File: src/rtl/superh16_pkg.sv
// Shared types and constants for the SuperH16 instruction fetch queue.
// A queue entry holds one 64-byte I-cache line plus the aligned line base
// address and the word offset where decode resumes within that line.
package superh16_pkg;

  localparam int VADDR_WIDTH          = 32;
  localparam int FETCH_LINE_BYTES     = 64;
  localparam int FETCH_WORDS_PER_LINE = 16;

  typedef struct packed {
    logic [511:0]             data;
    logic [VADDR_WIDTH-1:0]   base;
    logic [3:0]               offset;
  } fq_entry_t;

  typedef struct packed {
    logic                     valid;
    logic [VADDR_WIDTH-1:0]   pc;
  } fq_track_t;

endpackage

File: src/rtl/superh16_fq_inflight.sv
// Two-stage tracker of I-cache requests in flight. A request enters stage 0
// when issued and reaches stage 1 in the cycle its response returns, so
// stage 1 always describes the response currently on the bus.
// A miss kills the younger sequential fetch; a flush empties both stages but
// still captures a request issued in the flush cycle (it belongs to the new path).
module superh16_fq_inflight
  import superh16_pkg::*;
(
  input  logic                   clk,
  input  logic                   rst,
  input  logic                   flush,
  input  logic                   load,
  input  logic [VADDR_WIDTH-1:0] load_pc,
  input  logic                   kill,
  output logic                   match_valid,
  output logic [VADDR_WIDTH-1:0] match_pc,
  output logic [1:0]             inflight_count
);

  fq_track_t stage0;
  fq_track_t stage1;

  // Shift the tracker each cycle; flush and miss-kill override the shift.
  always_ff @(posedge clk or posedge rst) begin
    if (rst) begin
      stage0 <= '0;
      stage1 <= '0;
    end else if (flush) begin
      stage1 <= '0;
      stage0 <= '{valid: load, pc: load_pc};
    end else if (kill) begin
      stage1 <= '0;
      stage0 <= '0;
    end else begin
      stage1 <= stage0;
      stage0 <= '{valid: load, pc: load_pc};
    end
  end

  assign match_valid    = stage1.valid;
  assign match_pc       = stage1.pc;
  assign inflight_count = {1'b0, stage0.valid} + {1'b0, stage1.valid};

endmodule

File: src/rtl/superh16_fetch_queue.sv
// SuperH16 fetch queue: captures I-cache line responses into a small circular
// buffer and presents up to ISSUE_WIDTH aligned 32-bit instructions per cycle
// to decode, never crossing a line boundary within one group.
// Optional performance counters are built when SUPERH16_FQ_PERF_EN is defined.
module superh16_fetch_queue
  import superh16_pkg::*;
#(
  parameter int FQ_DEPTH    = 4,
  parameter int ISSUE_WIDTH = 4
) (
  input  logic                      clk,
  input  logic                      rst,
  input  logic                      flush,
  input  logic                      req_valid,
  input  logic [VADDR_WIDTH-1:0]    req_pc,
  output logic                      fq_ready,
  input  logic                      resp_valid,
  input  logic [511:0]              resp_data,
  input  logic                      resp_miss,
  output logic [ISSUE_WIDTH-1:0]    dec_valid,
  output logic [ISSUE_WIDTH*32-1:0] dec_instr,
  output logic [VADDR_WIDTH-1:0]    dec_pc,
  input  logic                      dec_ready,
  output logic                      miss_valid,
  output logic [VADDR_WIDTH-1:0]    miss_pc,
  output logic                      overflow_err
`ifdef SUPERH16_FQ_PERF_EN
  ,
  output logic [31:0]               perf_stall_cycles,
  output logic [31:0]               perf_miss_count
`endif
);

  localparam int PTR_W = (FQ_DEPTH > 1) ? $clog2(FQ_DEPTH) : 1;
  localparam int CNT_W = $clog2(FQ_DEPTH + 1);
  localparam int SUM_W = CNT_W + 2;

  fq_entry_t                mem [FQ_DEPTH];
  fq_entry_t                head;
  logic [PTR_W-1:0]         rd_ptr;
  logic [PTR_W-1:0]         wr_ptr;
  logic [CNT_W-1:0]         count;
  logic [SUM_W-1:0]         pending;

  logic                     match_valid;
  logic [VADDR_WIDTH-1:0]   match_pc;
  logic [1:0]               inflight_count;

  logic                     tracked_resp;
  logic                     push_req;
  logic                     push_ok;
  logic                     kill;
  logic                     full;
  logic                     empty;
  logic                     consume;
  logic                     pop;
  logic [4:0]               head_room;
  logic [4:0]               slot_count;
  logic [4:0]               next_offset;
  logic [4:0]               word_idx;

  function automatic logic [PTR_W-1:0] ptr_next(input logic [PTR_W-1:0] p);
    return (p == PTR_W'(FQ_DEPTH - 1)) ? '0 : p + 1'b1;
  endfunction

  superh16_fq_inflight u_inflight (
    .clk            (clk),
    .rst            (rst),
    .flush          (flush),
    .load           (req_valid),
    .load_pc        (req_pc),
    .kill           (kill),
    .match_valid    (match_valid),
    .match_pc       (match_pc),
    .inflight_count (inflight_count)
  );

  assign tracked_resp = resp_valid && match_valid;
  assign push_req     = tracked_resp && !resp_miss && !flush;
  assign kill         = tracked_resp && resp_miss && !flush;
  assign full         = (count == CNT_W'(FQ_DEPTH));
  assign empty        = (count == '0);
  assign push_ok      = push_req && !full;

  // Upstream may only issue when every in-flight request is guaranteed a slot.
  assign pending  = SUM_W'(count) + SUM_W'(inflight_count);
  assign fq_ready = (pending < SUM_W'(FQ_DEPTH));

  assign head        = mem[rd_ptr];
  assign head_room   = 5'd16 - {1'b0, head.offset};
  assign slot_count  = (head_room < 5'(ISSUE_WIDTH)) ? head_room : 5'(ISSUE_WIDTH);
  assign next_offset = {1'b0, head.offset} + slot_count;
  assign consume     = dec_ready && dec_valid[0] && !flush;
  assign pop         = consume && next_offset[4];

  // Pointer, occupancy, miss-report and overflow bookkeeping.
  always_ff @(posedge clk or posedge rst) begin
    if (rst) begin
      rd_ptr       <= '0;
      wr_ptr       <= '0;
      count        <= '0;
      miss_valid   <= 1'b0;
      miss_pc      <= '0;
      overflow_err <= 1'b0;
    end else begin
      miss_valid <= kill;
      if (kill) begin
        miss_pc <= match_pc;
      end
      if (push_req && full) begin
        overflow_err <= 1'b1;
      end
      if (flush) begin
        rd_ptr <= '0;
        wr_ptr <= '0;
        count  <= '0;
      end else begin
        if (push_ok) begin
          wr_ptr <= ptr_next(wr_ptr);
        end
        if (pop) begin
          rd_ptr <= ptr_next(rd_ptr);
        end
        if (push_ok && !pop) begin
          count <= count + 1'b1;
        end else if (!push_ok && pop) begin
          count <= count - 1'b1;
        end
      end
    end
  end

  // Line storage: write new lines at the tail, advance the head's word offset.
  always_ff @(posedge clk) begin
    if (push_ok) begin
      mem[wr_ptr] <= '{data:   resp_data,
                       base:   {match_pc[VADDR_WIDTH-1:6], 6'b0},
                       offset: match_pc[5:2]};
    end
    if (consume && !pop) begin
      mem[rd_ptr].offset <= next_offset[3:0];
    end
  end

  // Select the decode group from the head line, stopping at the line end.
  always_comb begin
    dec_valid = '0;
    dec_instr = '0;
    word_idx  = '0;
    dec_pc    = empty ? '0 : head.base + VADDR_WIDTH'({head.offset, 2'b00});
    for (int k = 0; k < ISSUE_WIDTH; k++) begin
      word_idx = 5'(k) + {1'b0, head.offset};
      if (!empty && !word_idx[4]) begin
        dec_valid[k]          = 1'b1;
        dec_instr[32*k +: 32] = head.data[{word_idx[3:0], 5'b0} +: 32];
      end
    end
  end

`ifdef SUPERH16_FQ_PERF_EN
  // Saturating stall and miss counters; only reset clears them.
  always_ff @(posedge clk or posedge rst) begin
    if (rst) begin
      perf_stall_cycles <= '0;
      perf_miss_count   <= '0;
    end else begin
      if (dec_valid[0] && !dec_ready && (perf_stall_cycles != '1)) begin
        perf_stall_cycles <= perf_stall_cycles + 1'b1;
      end
      if (miss_valid && (perf_miss_count != '1)) begin
        perf_miss_count <= perf_miss_count + 1'b1;
      end
    end
  end
`endif

endmodule

File: config.mk
export PLATFORM = sky130hd
export DESIGN_NAME = superh16_fetch_queue
export DESIGN_NICKNAME = d
export VERILOG_FILES = /design/src/rtl/superh16_pkg.sv /design/src/rtl/superh16_fq_inflight.sv /design/src/rtl/superh16_fetch_queue.sv
export SDC_FILE = /design/constraint.sdc
export NUM_CORES = 2
export LEC_CHECK = 0
export BUFFER_PORTS_ARGS = -buffer_cell sky130_fd_sc_hd__buf_4
export CELL_PAD_IN_SITES_DETAIL_PLACEMENT = 1
export CELL_PAD_IN_SITES_GLOBAL_PLACEMENT = 2
export CORE_AREA = 2 2 456 458
export DETAILED_ROUTE_END_ITERATION = 6
export DIE_AREA = 0 0 458 460
export GPL_ROUTABILITY_DRIVEN = 0
export HOLD_SLACK_MARGIN = 0.12
export PLACE_DENSITY = 0.82
export SYNTH_ARGS = -nofsm -noshare
export SYNTH_HDL_FRONTEND = slang
export SYNTH_SLANG_ARGS = --single-unit
File: constraint.sdc
create_clock -name clk -period 27.7 [get_ports clk]
set_clock_uncertainty 0.05 [all_clocks]
set_input_delay 5.54 -clock clk [delete_from_list [all_inputs] [get_ports clk]]
set_output_delay 5.54 -clock clk [all_outputs]
set_load 0.05 [all_outputs]
# [Word-level counts from Yosys, hierarchy flattened]
# Memory sizes are Yosys's and may differ from the RTL's.
# Index checks and enable logic that the tools add are counted.
[totals] reg_bits=107 latch_bits=0 mem_bits_rw=2168 mem_bits_ro=0 input_bits=551 output_inout_bits=199 elab_cells=88 n_memories=1
[op_classes] add_sub_neg=12 n_mul=0 n_div=0 n_lt_le_gt_ge=2 eq_ne=3 shifts=4 mux=27 bitwise_logic=0 n_reduce_logical=29
[mem_list] memory="mem" depth=4 word_bits=542 rd=1 rd_ports_with_merged_regs=0 write_ports=2 line_no="superh16_fetch_queue.sv:38" source="fq_entry_t mem [FQ_DEPTH];"
[ops] op="variable part select 512 x 10 -> 32 bit" n=4
[ops] op="two-way mux 32 bit" n=5
[ops] op="two-way mux 33 bit" n=4
[ops] op="adder 32 x 6 -> 32 bit" n=1
[ops] op="logical AND 1 bit" n=16
[ops] op="two-way mux 2 bit" n=6
[ops] op="adder 2 x 4 -> 5 bit (first input constant)" n=2
[ops] op="zero test 1 bit" n=9
[ops] op="two-way mux 3 bit" n=3
[ops] op="two-way mux 1 bit" n=8
[ops] op="adder 1 x 4 -> 5 bit (first input constant)" n=1
[ops] op="adder 4 x 5 -> 5 bit" n=1
[ops] op="< comparator 5 x 3 -> 1 bit (second input constant)" n=1
[ops] op="two-way mux 5 bit" n=1
[ops] op="subtractor 5 x 4 -> 5 bit (first input constant)" n=1
[ops] op="adder 2 x 1 -> 2 bit (second input constant)" n=2
[ops] op="adder 3 x 2 -> 4 bit" n=1
[ops] op="equality test 2 bit (second input constant)" n=2
[ops] op="< comparator 4 x 3 -> 1 bit (second input constant)" n=1
[ops] op="nonzero test 2 bit" n=2
[ops] op="adder 3 x 1 -> 3 bit (second input constant)" n=1
[ops] op="equality test 3 bit (second input constant)" n=1
[ops] op="zero test 3 bit" n=1
[ops] op="nonzero test 3 bit" n=1
[ops] op="2 further kinds" n=2

# [Logic depth before layout (Yosys ltp)]
# An unclocked memory read counts as a cell.
[logic_depth] depth_word=10 ltp_mapped=25 ltp_nobuf=20

# [By module]
# A second synthesis with hierarchy kept.
[unflattened] hier_cells=4813 area_unflattened_um2=96989.3
[modules_own_cells] mod="superh16_fetch_queue" instances=1 cells_per_inst=4671 area_per_inst_um2=94764.6 seq_area_each_um2=66128.4
[modules_own_cells] mod="superh16_fq_inflight" instances=1 cells_per_inst=142 area_per_inst_um2=2224.6 seq_area_each_um2=1651.6

# [Least setup slack after synthesis]
# OpenSTA, ideal clock, no wires.
[synth_timing] path_kind="input -> register" startpoint="in resp_valid" endpoint="mem mem[1][0] in the netlist's numbering, enable pin" setup_time_ns=0.341 arrival_ns=22.196 required_time_ns=27.309 setup_slack_ns=5.113 cell_stages=5 cell_sequence="nand2_1 -> a2111oi_1 -> and2_1 -> clkbuf_1 -> nand2b_1"
[synth_lines] element="start, declared" line_no="superh16_fetch_queue.sv:17" source="input logic resp_valid,"
[synth_lines] element="end, declared" line_no="superh16_fetch_queue.sv:38"

# [Worst setup path in the final report]
[layout_timing] startpoint="reg rd_ptr[1]" endpoint="out dec_instr[72]"
[layout_between] elab_chain_cells=5
[layout_lines] element="start, declared" line_no="superh16_fetch_queue.sv:40" source="logic [PTR_W-1:0] rd_ptr;"
[layout_lines] element="start signal, assigned" line_no="superh16_fetch_queue.sv:122" source="rd_ptr <= ptr_next(rd_ptr);"
[layout_lines] element="memory read (4 x 542 bit) (*)"
[layout_lines] element="parallel branches: the longest is 3 deep, another holds adder 2 x 4 -> 5 bit"
[layout_lines] element="two-way mux 32 bit (*)" line_no="superh16_fetch_queue.sv:153" source="if (!empty && !word_idx[4]) begin"
[layout_lines] element="end, declared" line_no="superh16_fetch_queue.sv:21" source="output logic [ISSUE_WIDTH*32-1:0] dec_instr,"
# Every way passes the cells marked *.

==> results.toml <==
[worst_setup_path]
crit_arrival_ns = 7.97
critPathKind = "reg -> out"
cp_num_buf_inv = 7
r2r_start = "rd_ptr[1]"
cp_max_fo = 120
r2r_slack_ns = 20.43
crit_chain = "buf_4 > mux2_2 > mux2i_4 > buf_4 > inv_16 > buf_4 > buf_4 > buf_4 > mux2i_1 > mux4_2 > o22ai_1 > buf_4"
cp_data_required_time_ns = 22.11
cpMostUsedCell = "buf_4"
path_delay_family = "buffers and inverters"
reg2reg_to = "count[2]"
worst_setup_path_end_kind = "primary output"
critPathMaxStageDelay_ns = 1.00
worst_path_max_delay_cell = "buf_4"
critPathLaunchType = "flop"
worstRegToRegCells = 20

[cts]
clkSinkCount = 2275
path_clk_slew_ns = 0.06
cts_tree = "built"
cts-root-buf = "clkbuf_16"
cts_buffer_depth = 3
cts_setup_buffers = 0
clkLatencyLatePin_ns = 0.89
postCtsResizedCells = 0
cts_buffers = 232
cts_max_level = 4
holdBufCountCts = 0

[floorplanning]
die_width_um = 458
start_util = 0.466
ios = 750
core.rowCount = 167
core_area_mm2 = 0.206
die_y_um = 460
die-area_mm2 = 0.211

[route]
ant_nets = 0
vias = 53500
first_pass_iters = 6
drc = 0
drt-vias-per-instance = 6.17
wl_per_cell_um = 35.3
drt-initial-drc-count = 5558
wl_um = 306000

[timing]
slew_headroom = 0.114
hold_violations = 0
whs_ns = 0.399
worst_slew_pin_slew_ns = 1.33
fmax_mhz = 73.8
fin_crit_sh = 0.489
setup_viol = 0
drv_slew = 0
min_period_ns = 13.56
tns_ns = 0
rsz0062_at_grt = "no"

[global_route]
grt_pass1_wl_um = 429000
grt_max_degree = 141
grt_antenna_before_repair = 107
first_global_vias = 56200
gr-total-overflow = 0
grt_use_total = 0.289

[power]
p_sw_frac = 0.226
seqPwrFrac = 0.510
p_total_mw = 7.46
power_density_mw_per_mm2 = 66.4
power.internal_mw = 5.77
p_switching_mw = 1.68
power.leakage_nw = 38.3
comb_power_share = 0.062
pwr-share-clk = 0.429
ir_drop_v = 0.0000712

[synthesis]
ys_async_sr_fraction = 0.0470
netlist-cell-type-count = 58
synthesis.area_mm2 = 0.0960
synth_common_cells = "edfxtp_1 (2,168), mux4_2 (680), mux2i_1 (547)"
yosysMostFrequentCell = "edfxtp_1"
ys_ff_latch = 2275
synth_edf_count = 2168
ys.warnings.count = 0
yosys-top-cells-area = "edfxtp_1 (68%), mux4_2 (16%), mux2i_1 (5.7%), dfrtp_1 (2.8%), nand2_1 (2.1%)"
synth_top_cell_area_share = 0.678
postSynthCellCount = 4966
ys_seq_area_frac = 0.706
yosysTopAreaCell = "edfxtp_1"
ys.flop_type = "edfxtp_1"
syn_avg_cell_area_um2 = 19.3

[cells_and_area]
final_nets = 6281
syn2layout_area_growth_pct = 17.0
drive_gt1_frac = 0.325

[placed_design]
io_buffers = 747
dp_hpwl_um = 209000

[job]
maxCapViolCount = 0

[hold_path]
min_to = "u_inflight.match_pc[23]"
hp-class = "reg -> reg"
hold_depth = 1
min-delay-start = "u_inflight.stage0[23]"

[run_status]
status = "finished clean"
how the worst max path moves through the flow:
stage | cells past startpoint | from | endpoint | slack [ns]
floorplan | 5 | resp_valid | mem[1][0] | 5.11
global placement | 14 | rd_ptr[1] | dec_instr[10] | 15.14
detailed placement | 14 | rd_ptr[1] | dec_instr[10] | 15.03
CTS | 14 | rd_ptr[1] | dec_instr[10] | 14.11
global route | 14 | rd_ptr[1] | dec_instr[15] | 13.82
finish | 12 | rd_ptr[1] | dec_instr[72] | 14.14
cells in the final DEF (no fill, tap or decap), drive strengths merged, types with 12 or more instances in the layout:
master / n
clkinvlp: 15
and3: 62
diode: 57
nand2: 542
edfxtp: 2168
clkbuf: 285
dfrtp: 107
nand3: 69
a32oi: 32
o22ai: 98
ha: 15
mux2i: 549
mux4: 680
and2: 98
buf: 847
nor2: 14
bufinv: 27
clkinv: 100
a211oi: 12
a31oi: 95
inv: 25
area by class of cell:
cell class	count	area (um^2)
diodes	57	143
inverters	18	96.3
flip-flops and latches	2275	67800
clock buffers	285	6110
clock inverters	149	1660
fillers	18400	93600
repair buffers	847	6430
well taps	2704	3380
multi-input cells	2340	26800
logic make-up after synthesis:
| family | Yosys count | synth area share |
|---|---|---|
| fa+ha+maj | 16 | 0.00216 |
| flops | 2275 | 0.706 |
| other cells | 1 | 0.0000390 |
| buf+inv | 352 | 0.0167 |
| xor+xnor | 7 | 0.000990 |
| compound gates | 265 | 0.0185 |
| mux | 1237 | 0.218 |
| simple gates | 813 | 0.0378 |
state kept, by name (all words and copies together), names as in the netlist:
signal                  count
rd_ptr                      2
u_inflight.stage0          33
u_inflight.match_valid      1
miss_valid                  1
overflow_err                1
count                       3
miss_pc                    32
u_inflight.match_pc        32
mem                      2168
wr_ptr                      2
power by group through the flow:
stage	Sequential, mW	Clock (mW)	Combinational (mW)
finish	3.80	3.20	0.461
global route	3.80	3.36	0.480
CTS	3.80	3.25	0.463
detailed placement	3.87	0	0.461
global placement	3.87	0	0.447
floorplan	3.90	0	0.201
metrics by stage:
step	area, um^2	instances	setup WS [ns]	utilization
final	112000	8675	14.14	0.546
after global routing	112000	8646	13.82	0.545
after CTS	112000	8618	14.11	0.545
after detailed placement	104000	8184	15.03	0.507
after global placement	104000	8184	15.14	0.507
after floorplan	96000	4967	5.11	-
layer usage:
layer / track usage / routed length (um)
met1: 0.346 / 109000
met2: 0.490 / 156000
met3: 0.0660 / 23900
met4: 0.152 / 17000
met5: 0 / 475
Power figures use the tool's default switching activity.
